<file path="src/rtl/dmac_bus.sv">
// Shared system bus: two-master arbiter (host CPU, DMAC master) with address
// decode to the DMAC register slave and data memory, plus a read-data return mux.
module dmac_bus #(
   parameter logic [2:0] S0_PREFIX = 3'b000,
   parameter logic [2:0] S1_PREFIX = 3'b001
) (
   input  logic        clk,
   input  logic        reset_n,
   input  logic        M0_req,
   input  logic        M0_wr,
   input  logic [7:0]  M0_address,
   input  logic [31:0] M0_dout,
   input  logic        M1_req,
   input  logic        M1_wr,
   input  logic [7:0]  M1_address,
   input  logic [31:0] M1_dout,
   output logic        M0_grant,
   output logic        M1_grant,
   output logic [31:0] M_din,
   output logic        S0_sel,
   output logic        S1_sel,
   output logic        S_wr,
   output logic [7:0]  S_address,
   output logic [31:0] S_din,
   input  logic [31:0] S0_dout,
   input  logic [31:0] S1_dout
);

   typedef enum logic {
      GNT_M0 = 1'b0,
      GNT_M1 = 1'b1
   } state_t;

   state_t      state_r;
   state_t      state_next_s;
   logic [1:0]  rsel_r;
   logic        s0_sel_s;
   logic        s1_sel_s;

   // Arbiter state register; reset parks the bus on M0.
   always_ff @(posedge clk or negedge reset_n) begin
      if (!reset_n) begin
         state_r <= GNT_M0;
      end else begin
         state_r <= state_next_s;
      end
   end

   // Arbiter next state: owner keeps the bus while it requests, no preemption.
   always_comb begin
      state_next_s = state_r;
      case (state_r)
         GNT_M0: begin
            if (!M0_req && M1_req) begin
               state_next_s = GNT_M1;
            end else begin
               state_next_s = GNT_M0;
            end
         end
         GNT_M1: begin
            if (!M1_req) begin
               state_next_s = GNT_M0;
            end else begin
               state_next_s = GNT_M1;
            end
         end
         default: state_next_s = GNT_M0;
      endcase
   end

   // Grants decoded straight from the state so exactly one is always high.
   always_comb begin
      M0_grant = 1'b1;
      M1_grant = 1'b0;
      case (state_r)
         GNT_M0: begin
            M0_grant = 1'b1;
            M1_grant = 1'b0;
         end
         GNT_M1: begin
            M0_grant = 1'b0;
            M1_grant = 1'b1;
         end
         default: begin
            M0_grant = 1'b1;
            M1_grant = 1'b0;
         end
      endcase
   end

   // Route the owner's request to the slaves; an idle owner never writes.
   always_comb begin
      S_wr      = 1'b0;
      S_address = M0_address;
      S_din     = M0_dout;
      if (state_r == GNT_M1) begin
         S_wr      = M1_req & M1_wr;
         S_address = M1_address;
         S_din     = M1_dout;
      end else begin
         S_wr      = M0_req & M0_wr;
         S_address = M0_address;
         S_din     = M0_dout;
      end
   end

   // Address decode; S0 wins if both prefixes were configured identical.
   always_comb begin
      s0_sel_s = 1'b0;
      s1_sel_s = 1'b0;
      if (S_address[7:5] == S0_PREFIX) begin
         s0_sel_s = 1'b1;
      end else if (S_address[7:5] == S1_PREFIX) begin
         s1_sel_s = 1'b1;
      end else begin
         s0_sel_s = 1'b0;
         s1_sel_s = 1'b0;
      end
   end

   assign S0_sel = s0_sel_s;
   assign S1_sel = s1_sel_s;

   // Remember which slave was addressed so the mux lines up with its registered data.
   always_ff @(posedge clk or negedge reset_n) begin
      if (!reset_n) begin
         rsel_r <= 2'b00;
      end else begin
         rsel_r <= {s1_sel_s, s0_sel_s};
      end
   end

   // Read-data return; unmapped addresses read back as zero.
   always_comb begin
      M_din = 32'h0000_0000;
      case (rsel_r)
         2'b01:   M_din = S0_dout;
         2'b10:   M_din = S1_dout;
         default: M_din = 32'h0000_0000;
      endcase
   end

endmodule
</file>
<file path="config.mk">
export PLATFORM = sky130hd
export DESIGN_NAME = dmac_bus
export DESIGN_NICKNAME = d
export VERILOG_FILES = /design/src/rtl/dmac_bus.sv
export SDC_FILE = /design/constraint.sdc
export NUM_CORES = 1
export LEC_CHECK = 0
export ABC_AREA = 1
export BUFFER_PORTS_ARGS = -buffer_cell sky130_fd_sc_hd__buf_2
export CORE_AREA = 2 2 89 91
export CTS_CLUSTER_DIAMETER = 30
export DETAILED_ROUTE_END_ITERATION = 12
export DIE_AREA = 0 0 91 93
export PLACE_DENSITY = 0.65
export SYNTH_ARGS = -nofsm -noshare
export SYNTH_HDL_FRONTEND = slang
export SYNTH_SLANG_ARGS = --single-unit
</file>
<file path="constraint.sdc">
create_clock -name clk -period 1.9 [get_ports clk]
set_input_delay 0.095 -clock clk [delete_from_list [all_inputs] [get_ports clk]]
set_output_delay 0.095 -clock clk [all_outputs]
set_load 0.1 [all_outputs]
</file>
==> flow_summary.yaml <==
run_status:
  outcome: "completed"
sta:
  max-slew-margin-rel_pct: 67.4
  min_period_ns: 1.81
  final.setup.tns_ns: 0
  finalSetupViolCount: 0
  worst_pin_slew_ns: 0.493
  rsz0062_at_grt: "no"
  whs_ns: 0.0762
  setup_slack_ns: 0.0892
  max_freq_mhz: 552
  drv_slew: 0
  fin_skew_ns: 0.00477
  fin_crit_sh_pct: 95.3
  final-hold-violation-count: 0
logic_synthesis:
  synth-async-reset-ratio_pct: 100
  ys_warn_count: 0
  synthXorXnorAreaFrac_pct: 0
  post-synth-top-area-cell: "nand2_1"
  synth_flop_cell: "dfrtp_1"
  synth-simple-area-share_pct: 58.4
  ys_types: 14
  synth_top_family_by_area: "simple AND/OR/NAND/NOR gates"
  synth_top_area_share_pct: 57.0
  yosysSeqAreaShare_pct: 6.09
  postSynthNetCount: 408
  synth_seq_cells: 3
  synth_adder_area_share_pct: 2.03
  mappedNetlistArea_sq_mm: 0.00123
  synth-compound-area-share_pct: 18.8
  synthTopCellsByArea: "nand2_1, a21oi_2, a21oi_1"
  syn_avg_cell_area_sq_um: 4.81
  synth_mux_area_share_pct: 0
  synth_edf_count: 0
  postSynthCellCount: 256
drt:
  dr.pass1.iters: 7
  drc: 0
  wl_mm: 6.63
  dr.first_iter.drc_count: 43
  wl_per_cell_um: 11.5
  viasPerCell: 4.17
  antenna_left: 0
  dr_total_vias: 2400
worst_setup_path:
  crit_type: "register to primary output"
  r2r_cells: 5
  worstReg2RegEnd: "rsel_r[1]$_DFF_PN0_"
  cp-start-kind: "register"
  slowest_stage: "buf_2"
  path_delay_family: "buffers and inverters"
  crit_start: "rsel_r[0]$_DFF_PN0_"
  crit_fanout: 32
  rrSetupSlack_ns: 0.71
  worstPathRequired_ns: 1.80
  end_kind: "primary output"
  crit_arrival_ns: 1.72
  critPathBufInv: 3
  reg2reg_from: "state_r$_DFF_PN0_"
  critPathMaxStageDelay_ns: 0.45
  crit_path_cell_trace: "inv_1 -> ha_1 -> buf_12 -> a21oi_1 -> buf_2"
global_routing:
  antenna_found_initial: 0
  grtUsageTotal_pct: 14.6
  met1_usage_pct: 14.2
  grt_first_pass_wirelength_mm: 10.3
  top_usage_layer: "met2"
  met3_usage_pct: 3.22
  grt_max_degree: 36
  use_met2_pct: 31.1
  grt_pass1_vias: 2201
  grt-ovfl-total: 0
cts:
  cts_root_buffer: "clkbuf_8"
  cts.sinks: 3
  h-tree-depth: 1
  post_cts_buffers: 0
  cts_buffer_depth: 2
  cts_tree: "built"
  clock_latency_ns: 0.22
  cts_inserted_buffers: 3
  clkTransAtPathRegs_ns: 0.03
die:
  die_y_um: 93
  dieArea_sq_mm: 0.00846
  rows: 32
  ios: 227
  core_area_sq_mm: 0.00753
  dieWidth_um: 91
  start_util_pct: 16.4
placement:
  port_buffers: 226
  dp_hpwl_mm: 5.87
  place_ws_ns: 0.302
  gp_congestion: 0.808
min_path:
  hold_end: "state_r$_DFF_PN0_"
  hold_class: "primary input to register"
  hold_depth: 2
  min-delay-start: "M0_req"
finish:
  final_util_pct: 47.6
  final_cell_mix: "nand2_1, buf_2, buf_12"
  diodes: 0
  area_delta_synth_final_pct: 191
  final_net_count: 627
  final_common_cell: "nand2_1"
  drive_above_1_share_pct: 57.4
power_and_ir_drop:
  ir_worst_vdd_mv: 0.373
  p_leak_nw: 1.82
  total_power_mw: 1.88
  powerDensity_mw_per_mm2: 524
flow_run:
  drv_cap: 0
-- layer usage --
metal / up-vias / wire length, um
met4: 0 / 31
met3: 6 / 695
met1: 1028 / 2150
met5: - / 0
li1: 1212 / -
met2: 154 / 3750
-- metrics by stage --
stage               area [sq um]  cells
floorplan                   1310    256
global placement            3530    571
detailed placement          3530    571
CTS                         3580    576
global route                3580    576
finish                      3580    576
-- cell usage after synthesis, types with 2 or more instances --
cell type and count:
nand2_1 187, a21oi_2 17, a21oi_1 15, buf_2 8
inv_1 8, buf_6 6, buf_4 3, dfrtp_1 3
ha_1 2, nand3_1 2, nor2_1 2
-- kinds of logic (layout without fill, tap and decap cells) --
family / Yosys count / count (layout)
AO/OA/AOI/OAI: 33 / 33
adder cells (fa/ha/maj): 2 / 2
buffers and inverters: 27 / 245
AND/OR/NAND/NOR: 191 / 191
flip-flops: 3 / 3
-- state kept, by name, summed over array words and instances (netlist names) --
name	count
state_r	1
rsel_r	2
-- worst max-delay path by stage --
| stage | cells past startpoint | end |
|---|---|---|
| finish | 5 | M_din[26] |
| global route | 5 | M_din[26] |
| CTS | 5 | M_din[26] |
| detailed placement | 5 | M_din[26] |
| global placement | 5 | M_din[5] |
| floorplan | 4 | M_din[24] |
-- where the power goes --
| part | total (mW) | internal (mW) | switching [mW] |
|---|---|---|---|
| sequential | 0.0768 | 0.0685 | 0.00831 |
| combinational | 1.62 | 0.557 | 1.06 |
| clock | 0.185 | 0.143 | 0.0422 |
-- cell type report --
cell class	count	area [sq um]
Clock buffer	4	45.0
Sequential cell	3	76.3
Inverter	9	36.3
Timing Repair Buffer	232	2250
Tap cell	102	128
Fill cell	728	3940
Multi-Input combinational cell	226	1050
-- repair_timing --
item,in CTS,in global routing
resized for setup,0,1
hold buffers,1,0
setup endpoints to repair,0,1
hold endpoints to repair,3,0
-- worst reg2reg max path: stages, from the launching register on --
cell     delay, ns
dfrtp_2       0.51
inv_4         0.16
nand2_1       0.10
nand2_4       0.10
nand2_1       0.09
nor2_4        0.14
No activity file was read; power rests on OpenSTA's default activity.
